## src/rtl/count_capture.sv

```systemverilog
// Samples an upstream counter, turns every enabled change into a {wrap, value}
// event and queues events in a small FIFO with drop/wrap statistics.
module count_capture #(
    parameter int CNT_W = 4,
    parameter int DEPTH = 4
) (
    input  logic                     clk,
    input  logic                     reset,
    input  logic                     enable,
    input  logic [CNT_W-1:0]         count,
    input  logic                     clr,
    output logic                     out_valid,
    input  logic                     out_ready,
    output logic [CNT_W:0]           out_data,
    output logic [$clog2(DEPTH):0]   level,
    output logic [7:0]               wrap_count,
    output logic [7:0]               drop_count,
    output logic                     overflow
);

    localparam int AW = $clog2(DEPTH);
    localparam int LW = AW + 1;

    logic [CNT_W-1:0] count_q,    count_d;
    logic [AW-1:0]    rd_ptr_q,   rd_ptr_d;
    logic [AW-1:0]    wr_ptr_q,   wr_ptr_d;
    logic [LW-1:0]    level_q,    level_d;
    logic [7:0]       wrap_cnt_q, wrap_cnt_d;
    logic [7:0]       drop_cnt_q, drop_cnt_d;
    logic             ovf_q,      ovf_d;
    logic [CNT_W:0]   mem_q [DEPTH];
    logic [CNT_W:0]   mem_d [DEPTH];

    logic is_event;
    logic is_wrap;
    logic fifo_full;
    logic do_pop;
    logic do_push;
    logic do_drop;

    always_comb begin
        is_event  = enable && (count != count_q);
        is_wrap   = is_event && (count_q == {CNT_W{1'b1}}) && (count == '0);
        fifo_full = (level_q == LW'(DEPTH));
        do_pop    = (level_q != '0) && out_ready;
        // A full FIFO still takes the push when the head leaves in the same cycle.
        do_push   = is_event && (!fifo_full || do_pop);
        do_drop   = is_event && !do_push;
    end

    always_comb begin
        count_d    = count;
        rd_ptr_d   = rd_ptr_q;
        wr_ptr_d   = wr_ptr_q;
        level_d    = level_q;
        wrap_cnt_d = wrap_cnt_q;
        drop_cnt_d = drop_cnt_q;
        ovf_d      = ovf_q;
        mem_d      = mem_q;

        if (clr) begin
            rd_ptr_d   = '0;
            wr_ptr_d   = '0;
            level_d    = '0;
            wrap_cnt_d = '0;
            drop_cnt_d = '0;
            ovf_d      = 1'b0;
        end else begin
            if (do_push) begin
                mem_d[wr_ptr_q] = {is_wrap, count};
                wr_ptr_d        = wr_ptr_q + AW'(1);
            end
            if (do_pop) begin
                rd_ptr_d = rd_ptr_q + AW'(1);
            end
            if (do_push && !do_pop) begin
                level_d = level_q + LW'(1);
            end else if (do_pop && !do_push) begin
                level_d = level_q - LW'(1);
            end
            if (is_wrap) begin
                wrap_cnt_d = wrap_cnt_q + 8'd1;
            end
            if (do_drop) begin
                ovf_d = 1'b1;
                if (drop_cnt_q != 8'hFF) begin
                    drop_cnt_d = drop_cnt_q + 8'd1;
                end
            end
        end
    end

    always_ff @(posedge clk or negedge reset) begin
        if (!reset) begin
            count_q    <= '0;
            rd_ptr_q   <= '0;
            wr_ptr_q   <= '0;
            level_q    <= '0;
            wrap_cnt_q <= '0;
            drop_cnt_q <= '0;
            ovf_q      <= 1'b0;
            for (int i = 0; i < DEPTH; i++) begin
                mem_q[i] <= '0;
            end
        end else begin
            count_q    <= count_d;
            rd_ptr_q   <= rd_ptr_d;
            wr_ptr_q   <= wr_ptr_d;
            level_q    <= level_d;
            wrap_cnt_q <= wrap_cnt_d;
            drop_cnt_q <= drop_cnt_d;
            ovf_q      <= ovf_d;
            mem_q      <= mem_d;
        end
    end

    // Empty FIFO presents zero rather than a stale slot.
    assign out_valid  = (level_q != '0);
    assign out_data   = out_valid ? mem_q[rd_ptr_q] : '0;
    assign level      = level_q;
    assign wrap_count = wrap_cnt_q;
    assign drop_count = drop_cnt_q;
    assign overflow   = ovf_q;

endmodule
```

## config.mk

```make
export PLATFORM = sky130hd
export DESIGN_NAME = count_capture
export DESIGN_NICKNAME = d
export VERILOG_FILES = /design/src/rtl/count_capture.sv
export SDC_FILE = /design/constraint.sdc
export NUM_CORES = 1
export LEC_CHECK = 0
export BUFFER_PORTS_ARGS = -buffer_cell sky130_fd_sc_hd__buf_2
export CORE_UTILIZATION = 35
export DETAILED_ROUTE_END_ITERATION = 16
export PLACE_DENSITY = 0.63
export SYNTH_ARGS = -nofsm -noshare
export SYNTH_HDL_FRONTEND = slang
export SYNTH_SLANG_ARGS = --single-unit
```

## constraint.sdc

```tcl
create_clock -name clk -period 2.4 [get_ports clk]
set_clock_uncertainty 0.2 [all_clocks]
set_input_delay 0.36 -clock clk [delete_from_list [all_inputs] [get_ports clk]]
set_output_delay 0.36 -clock clk [all_outputs]
set_load 0.03 [all_outputs]
```

==> impl_metrics.yaml, run 1 <==
sta:
  finalHoldViolations: 0
  period_share_pct: 98.6
  worstMarginPinSlew_ns: 0.434
  drv_slew: 0
  setup_viol: 0
  hold_slack_ns: 0.0447
  rsz0062_at_grt: "yes"
  layout_min_cycle_time_ns: 2.37
  fmax_ghz: 0.422
  finalSetupTns_ns: 0
  max_slew_margin_pct: 70.8
synthesis:
  syn-instance-count: 225
  seq_area_frac_synth_pct: 45.0
  syn_area_sq_um: 2670
  ys.warnings.count: 0
  synth_cell_types: 48
  syn_nets: 241
  avgSynthCellArea_sq_um: 11.9
  ys_seq_elements: 48
  synthFlopType: "dfrtp_1"
  synth_edf_count: 0
  async_flop_share_pct: 100
clocking:
  clockBufferDepth: 2
  clk_latency_ns: 0.30
  cts_tree: "done"
  htree_levels: 2
  path_clk_slew_ns: 0.09
  cts_sinks: 48
  numCtsBuffers: 5
  root_buffer: "clkbuf_8"
die:
  dieArea_sq_um: 7990
  rows: 31
  io_pins: 35
  core_area_sq_um: 7330
  fp.dieH_microns: 89.4
  start_util_pct: 36.4
  dieWidth_microns: 89.4
finish:
  design_area_sq_um: 3190
  nNetsFinal: 296
  antennaDiodeCount: 0
  area_delta_synth_final_pct: 19.3
  final_util_pct: 43.5
  nFillCells: 693
  drive_above_1_share_pct: 37.7
routing:
  drtPass1Iterations: 4
  vias: 1913
  antenna_left: 0
  viasPerCell: 5.03
  drt_iter0_drc: 79
  finalWirelength_mm: 5.40
  wl_per_cell_microns: 14.2
  drc: 0
grt:
  grt_pass1_wl_mm: 9.05
  grt_pass1_vias: 1856
  antenna_found_initial: 0
  grt_max_degree: 22
  track_usage_pct: 15.1
  overflow: 0
setup_path:
  end_kind: "flop"
  startpoint_type: "flop"
  slowest_delay_ns: 0.54
  crit_type: "flop to flop"
  worstPathCellList: "or4b_4 > o211ai_4 > nor2_2 > fa_2 > or4_1 > a31oi_1"
  cp_slowest_cell: "or4b_4"
  worstPathArrival_ns: 2.39
  required_ns: 2.42
  path_max_fanout: 4
power_and_ir_drop:
  p_leak_uw: 0.00148
  p_per_area_nw_per_um2: 782
  finalPower_uw: 2490
  worst_ir_drop_vdd_uv: 278
placement:
  port_buffers: 34
  gp_congestion: 0.811
  dp_hpwl_mm: 4.02
  place_area_sq_um: 3080
job:
  maxCapViolCount: 0
run_status:
  status: "finished, final reports clean"
hold_path:
  hold_class: "primary input to flop"
cell type report:
class / instances / area (sq um) / share of cell area (%)
Sequential cell: 48 / 1200 / 37.8
Timing Repair Buffer: 59 / 360 / 11.3
Clock buffer: 8 / 100 / 3.14
Inverter: 11 / 46.3 / 1.45
Tap cell: 99 / 124 / 3.89
Multi-Input combinational cell: 155 / 1350 / 42.5
synth_stat cells (all sizes together) (2+ instances only):
| master | count | share of area (%) |
|---|---|---|
| nand2b | 5 | 1.2 |
| clkbuf | 3 | 0.42 |
| nor2 | 13 | 1.8 |
| nor3 | 4 | 0.75 |
| a31oi | 2 | 0.47 |
| o2111ai | 2 | 1.3 |
| o31ai | 5 | 1.4 |
| buf | 6 | 1.6 |
| dfrtp | 48 | 45 |
| ha | 6 | 2.8 |
| or3b | 5 | 1.6 |
| nor4 | 2 | 1.0 |
| nand3 | 3 | 0.56 |
| or3 | 4 | 1.0 |
| o211ai | 4 | 2.2 |
| xnor2 | 3 | 0.98 |
| or4 | 11 | 3.1 |
| mux4 | 5 | 4.2 |
| xor2 | 5 | 1.6 |
| or2b | 3 | 0.89 |
| inv | 10 | 1.4 |
| nor2b | 6 | 1.4 |
| nand2 | 13 | 1.8 |
| nand4 | 5 | 1.7 |
| o21ai | 6 | 1.1 |
| a21oi | 13 | 2.4 |
| mux2 | 20 | 11 |
through the flow:
| step | instances | setup WS [ns] |
|---|---|---|
| final | 380 | 0.0330 |
| after global routing | 380 | -0.0648 |
| after CTS | 380 | 0.00793 |
| after detailed placement | 371 | -0.0666 |
| after global placement | 371 | -0.0276 |
| after floorplan | 225 | -0.181 |
path summary, 6_finish.rpt:
check	start	endpoint	slack, ns	cells past startpoint
worst max register to register	level[0]	level[2]	0.03	6
worst min register to register	mem_q[6]	mem_q[6]	0.31	1
worst min-delay path	count[2]	count_q[2]	0.04	1
min in group asynchronous	reset	mem_q[5]	0.29	2
worst max-delay path	level[0]	level[2]	0.03	6
max in group asynchronous	reset	wrap_count[5]	1.11	3
kinds of logic (layout without fill, tap and decap cells):
logic type      after synthesis  count (layout)  share of synthesized area (%)
compound gates               35              35                           9.84
xor+xnor                      8               8                           2.62
fa+ha+maj                     7               7                           3.56
buf+inv                      22              78                           4.54
flops                        48              48                           45.0
mux                          26              26                           15.8
simple gates                 79              79                           18.6
where the power goes:
part / switching (uW) / internal, uW
combinational: 453 / 461
clock: 260 / 263
sequential: 105 / 949
routing by layer:
| layer | routed length [microns] | vias to the layer above | track usage [%] |
|---|---|---|---|
| met5 | 0 | - | 0 |
| met4 | 106 | 0 | 6.06 |
| met3 | 88 | 7 | 3.14 |
| met2 | 2730 | 17 | 25.1 |
| met1 | 2470 | 964 | 19.2 |
| li1 | - | 925 | - |
worst max-delay path, delay by kind of cell, from the launching register on:
family                     cells  cell delay, ns
and+or+nand+nor                3            1.07
DFF                            1            0.41
AOI/OAI and AO/OA              2            0.25
adders and majority gates      1            0.36
cell usage in the layout (no fill, tap or decap), drive strengths merged, types with 2 or more instances in the layout:
master	n
buf	58
dfrtp	48
mux2	20
nand2	13
a21oi	13
nor2	13
or4	11
inv	10
clkbuf	8
nor2b	6
o21ai	6
ha	6
mux4	5
nand2b	5
o31ai	5
xor2	5
nand4	5
or3b	5
nor3	4
o211ai	4
or3	4
xnor2	3
nand3	3
or2b	3
a31oi	2
o2111ai	2
nor4	2
sequential cells by signal (all words and copies together), names as in the netlist:
name        count
wr_ptr_q        2
count_q         4
level           3
drop_count      8
wrap_count      8
overflow        1
mem_q          20
rd_ptr_q        2
timing repair:
action                                 in CTS  in global routing
gates resized for setup                     0                  1
endpoints found under the hold margin      13                  0
setup endpoints to repair                   0                  6
hold buffers                                1                  0
setup buffers                               0                  0
No activity file was read; power rests on OpenSTA's default activity.
==> inputs of run 2 (changes only) <==
--- a/config.mk
+++ b/config.mk
@@ -7,6 +7,7 @@
 export LEC_CHECK = 0
 export BUFFER_PORTS_ARGS = -buffer_cell sky130_fd_sc_hd__buf_2
 export CORE_UTILIZATION = 35
+export CTS_BUF_LIST = sky130_fd_sc_hd__clkbuf_8
 export DETAILED_ROUTE_END_ITERATION = 16
 export PLACE_DENSITY = 0.63
 export SYNTH_ARGS = -nofsm -noshare
==> impl_metrics.yaml, run 2 (same netlist as run 1, synthesis figures left out) <==
placement:
  port_buffers: 34
  gp_congestion: 0.811
  dp_hpwl_mm: 4.02
  placed_cells: 371
sta:
  period_share_pct: 98.6
  rsz0062_at_grt: "yes"
  layout_min_cycle_time_ns: 2.37
  finalSetupTns_ns: 0
  hold_slack_ns: 0.0447
  finalHoldViolations: 0
  drv_slew: 0
  fmax_ghz: 0.422
  setup_viol: 0
  worstMarginPinSlew_ns: 0.434
  max_slew_margin_pct: 70.8
hold_path:
  hold_class: "primary input to flop"
  hold_depth: 1
clocking:
  cts_tree: "done"
  cts_setup_buffers: 0
  numCtsBuffers: 5
  htree_levels: 2
  path_clk_slew_ns: 0.09
  clockBufferDepth: 2
  root_buffer: "clkbuf_8"
  cts_sinks: 48
  clk_latency_ns: 0.30
routing:
  wl_per_cell_microns: 14.2
  drc: 0
  drt_iter0_drc: 79
  drtPass1Iterations: 4
  antenna_left: 0
  finalWirelength_mm: 5.40
  viasPerCell: 5.03
  vias: 1913
power_and_ir_drop:
  clkPwrFrac_pct: 20.9
  power_frac_seq_pct: 42.4
  p_per_area_nw_per_um2: 780
  internal-power_uw: 1670
  sw_frac_of_total_pct: 32.9
  pwr-share-comb_pct: 36.8
  worst_ir_drop_vdd_uv: 278
  switchingPower_uw: 818
  p_leak_uw: 0.00149
setup_path:
  worstPathCellList: "or4b_4 > o211ai_4 > nor2_2 > fa_2 > or4_1 > a31oi_1"
  end_kind: "flop"
  worstPathArrival_ns: 2.39
  startpoint_type: "flop"
  reg2reg_depth: 6
  cp_num_cells: 6
  cp_top_family: "simple AND/OR/NAND/NOR gates"
  cp_slowest_cell: "or4b_4"
  crit_buf_inv: 0
  slowest_delay_ns: 0.54
  path_max_fanout: 4
  crit_type: "flop to flop"
  required_ns: 2.42
die:
  core_area_sq_um: 7330
  start_util_pct: 36.4
  dieArea_sq_um: 7990
  fp.dieH_microns: 89.4
  rows: 31
  dieWidth_microns: 89.4
  io_pins: 35
job:
  maxCapViolCount: 0
finish:
  nFillCells: 693
  top_register: "mem_q"
  largest_reg_flops: 20
  final-instance-count-excl-fill: 380
  area_delta_synth_final_pct: 19.3
  final_common_cell: "dfrtp_1"
  antennaDiodeCount: 0
  drive_above_1_share_pct: 37.7
  nNetsFinal: 296
  layout_common_cells: "dfrtp_1, buf_2, buf_4"
grt:
  antenna_found_initial: 0
  grt_pass1_wl_mm: 9.05
  grt_max_degree: 22
  grt_pass1_vias: 1856
  overflow: 0
  track_usage_pct: 15.1
run_status:
  status: "finished, final reports clean"
==> run 2: cell types whose count changed in the layout (fill, tap and decap cells not counted) <==
cell,change
inv_1,+1
clkbuf_1,-1
==> run 2: area by class of cell <==
cell class                      instances  area (sq um)  share of cell area (%)
Timing Repair Buffer                   59           360                    11.3
Inverter                               11          46.3                    1.45
Clock inverter                          1          3.75                   0.118
Multi-Input combinational cell        155          1350                    42.5
Tap cell                               99           124                    3.89
Clock buffer                            7          96.3                    3.02
Sequential cell                        48          1200                    37.8
==> run 2: per-layer routing <==
layer  global-route usage [%]  routed length [microns]  vias up  share of wire (%)
met4                     6.06                      106        0                2.0
li1                         -                        -      925                  -
met1                     19.2                     2470      964                 46
met2                     25.1                     2730       17                 51
met3                     3.14                       88        7                1.6
met5                        0                        0        -                  0
==> run 2: worst paths after layout <==
kind                          start       endpoint  slack (ns)
setup reg to reg           level[0]       level[2]        0.03
hold reg to reg            mem_q[6]       mem_q[6]        0.31
min in group asynchronous     reset       mem_q[5]        0.29
setup / recovery           level[0]       level[2]        0.03
hold / removal             count[2]     count_q[2]        0.04
max in group asynchronous     reset  wrap_count[5]        1.11
==> run 2: power groups by stage <==
| stage | Sequential (uW) | Clock (uW) | Combinational [uW] |
|---|---|---|---|
| 5_1_grt | 1080 | 578 | 998 |
| 3_5_place_dp | 1070 | 0 | 923 |
| 6_report | 1050 | 519 | 914 |
| 2_1_floorplan | 1070 | 0 | 656 |
| 3_3_place_gp | 1070 | 0 | 905 |
| 4_1_cts | 1050 | 541 | 923 |
==> run 2: timing repair <==
action | CTS | global route
setup endpoints to repair | 0 | 6
hold endpoints to repair | 13 | 0
gates resized for setup | 0 | 1
hold buffers | 1 | 0
==> run 2: per-stage QoR <==
step / total power, uW / utilization (%) / setup WS (ns) / instance area [sq um]
final: 2490 / 43.5 / 0.0327 / 3190
after global routing: 2650 / 43.5 / -0.0649 / 3190
after CTS: 2520 / 43.5 / 0.00757 / 3190
after detailed placement: 1990 / 42.0 / -0.0666 / 3080
after global placement: 1970 / 42.0 / -0.0276 / 3080
after floorplan: 1720 / - / -0.181 / 2680
==> inputs of run 3 (changes only) <==
--- a/config.mk
+++ b/config.mk
@@ -5,11 +5,12 @@
 export SDC_FILE = /design/constraint.sdc
 export NUM_CORES = 1
 export LEC_CHECK = 0
+export ABC_AREA = 1
 export BUFFER_PORTS_ARGS = -buffer_cell sky130_fd_sc_hd__buf_2
 export CORE_UTILIZATION = 35
 export CTS_BUF_LIST = sky130_fd_sc_hd__clkbuf_8
 export DETAILED_ROUTE_END_ITERATION = 16
-export PLACE_DENSITY = 0.63
+export PLACE_DENSITY = 0.57
 export SYNTH_ARGS = -nofsm -noshare
 export SYNTH_HDL_FRONTEND = slang
 export SYNTH_SLANG_ARGS = --single-unit
==> impl_metrics.yaml, run 3 <==
synthesis:
  synth_top_area_share_pct: 48.1
  seq_area_frac_synth_pct: 48.1
  ys_seq_elements: 48
  syn_area_sq_um: 2500
  synth.most_common_cell: "nand2_1"
  synth_top_cell_by_area: "dfrtp_1"
  synth_cell_types: 30
  ys_top_cells_by_count: "nand2_1, dfrtp_1, nor2_1, inv_1, o21ai_1"
  ys.warnings.count: 0
  synthTopCellsByArea: "dfrtp_1, nand2_1, nor2_1"
  avgSynthCellArea_sq_um: 8.32
  synthFlopType: "dfrtp_1"
  syn_nets: 316
  synth_edf_count: 0
  async_flop_share_pct: 100
  syn-instance-count: 300
setup_path:
  cp_top_family: "buffers and inverters"
  crit_buf_inv: 4
  reg2reg_from: "count_q[1]"
  worstPathArrival_ns: 2.32
  end_kind: "flop"
  worstPathCellList: "dlygate4sd3_1 > buf_2 > inv_2 > nand2_2 > nand2_1 > nor2_2 > nand2_2 > nand4_1 > inv_1 > fa_2 > o22ai_1"
  reg2reg_depth: 8
  crit_type: "primary input to flop"
  path_max_fanout: 5
  cp_slowest_cell: "dlygate4sd3_1"
  worstReg2RegEnd: "level[1]"
  slowest_delay_ns: 0.54
  cp_num_cells: 11
  cp_common_cell: "nand2_2"
  cp-startpoint: "count[2]"
  required_ns: 2.42
  reg2reg_setup_slack_ns: 0.43
  startpoint_type: "primary input"
  critPathCapture: "level[1]"
die:
  io_pins: 35
  dieArea_sq_um: 7480
  fp.dieH_microns: 86.5
  dieWidth_microns: 86.5
  start_util_pct: 36.6
  core_area_sq_um: 6830
  rows: 30
placement:
  gp_congestion: 0.807
  placed_cells: 428
  dp_hpwl_mm: 3.95
  port_buffers: 34
  pre_cts_ws_ns: 0.298
sta:
  drv_slew: 0
  hold_slack_ns: 0.176
  max_slew_margin_pct: 62.8
  layout_min_cycle_time_ns: 2.30
  fin_ws_ns: 0.0955
  finalSetupTns_ns: 0
  finalHoldViolations: 0
  worstMarginPinSlew_ns: 0.558
  fmax_ghz: 0.434
  period_share_pct: 96.0
  setup_viol: 0
routing:
  drt_iter0_drc: 68
  wl_per_cell_microns: 12.4
  drtPass1Iterations: 4
  antenna_left: 0
  finalWirelength_mm: 5.50
  vias: 2051
  drc: 0
  viasPerCell: 4.64
finish:
  nFillCells: 708
  final-instance-count-excl-fill: 442
  layout_common_cells: "nand2_1, dfrtp_1, buf_2"
  area_delta_synth_final_pct: 19.8
  largest_reg_flops: 20
  final_common_cell: "nand2_1"
  regArea_sq_um: 1200
  final_util_pct: 43.8
  antennaDiodeCount: 0
  drive_above_1_share_pct: 21.7
  top_register: "mem_q"
  nNetsFinal: 361
  multi_input_area_sq_um: 1160
grt:
  overflow: 0
  antenna_found_initial: 0
  track_usage_pct: 15.9
  grt_pass1_vias: 1928
  grt_max_degree: 30
  grt_pass1_wl_mm: 9.19
clocking:
  cts_sinks: 48
  clockBufferDepth: 2
  path_clk_slew_ns: 0.08
  root_buffer: "clkbuf_8"
  numCtsBuffers: 5
  htree_levels: 2
  cts_tree: "done"
  clk_latency_ns: 0.30
hold_path:
  hold_class: "primary input to flop"
power_and_ir_drop:
  p_per_area_nw_per_um2: 853
  p_leak_uw: 0.00153
  worst_ir_drop_vdd_uv: 566
run_status:
  status: "finished, final reports clean"
job:
  maxCapViolCount: 0
run 3: changes by cell type after synthesis, moves of 11 or more:
cell,change
o21ai_1,+22
mux2_4,-20
nor2_1,+18
o21ai_0,+11
nand2_1,+59
nand3_1,+14
or4_1,-11
inv_1,+14
run 3: kinds of logic after synthesis:
group                    share of synthesized area [%]
buffers and inverters                             5.61
AO/OA/AOI/OAI                                     12.4
AND/OR/NAND/NOR                                   27.0
adder cells (fa/ha/maj)                           3.81
flip-flops                                        48.1
XOR/XNOR                                          3.16
run 3: routing by layer:
| metal | wire length (microns) | GRT usage (%) |
|---|---|---|
| met5 | 0 | 0 |
| met4 | 49 | 5.00 |
| met3 | 212 | 3.05 |
| met2 | 2380 | 24.0 |
| met1 | 2860 | 23.0 |
run 3: through the flow:
step	cell area (sq um)	total power, uW
after global placement	2790	1840
after CTS	2970	2570
after global routing	2990	2720
after detailed placement	2790	1850
final	2990	2550
after floorplan	2500	1620
run 3: tightest hold or removal path: stages:
cell     delay, ns
buf_2         0.11
nand2_1       0.10
a21oi_1       0.07
run 3: where the power goes:
part           internal, uW  switching (uW)
registers               946             105
logic                   255             544
clock network           419             280
total                  1620             930
run 3: final cells by class:
type                            count  share of cell area [%]
Multi-Input combinational cell    217                    38.9
Timing Repair Buffer               42                    8.20
Sequential cell                    48                    40.2
Tap cell                           96                    4.02
Inverter                           31                    4.14
Clock inverter                      3                    2.30
Clock buffer                        5                    2.30
run 3: repair_timing:
| item | CTS | global route |
|---|---|---|
| setup endpoints to repair | 0 | 3 |
| setup buffers | 0 | 2 |
| gates resized for setup | 0 | 4 |
| hold buffers | 5 | 0 |
| hold endpoints to repair | 52 | 0 |
run 3: worst min-delay path by stage:
stage / from / end / slack, ns / cells past startpoint
2_1_floorplan: reset / count_q[0] / -0.14 / 0
3_3_place_gp: reset / mem_q[11] / 0.15 / 2
3_5_place_dp: reset / mem_q[11] / 0.15 / 2
4_1_cts: out_ready / rd_ptr_q[0] / 0.17 / 3
5_1_grt: out_ready / rd_ptr_q[0] / 0.19 / 3
6_report: out_ready / rd_ptr_q[0] / 0.18 / 3
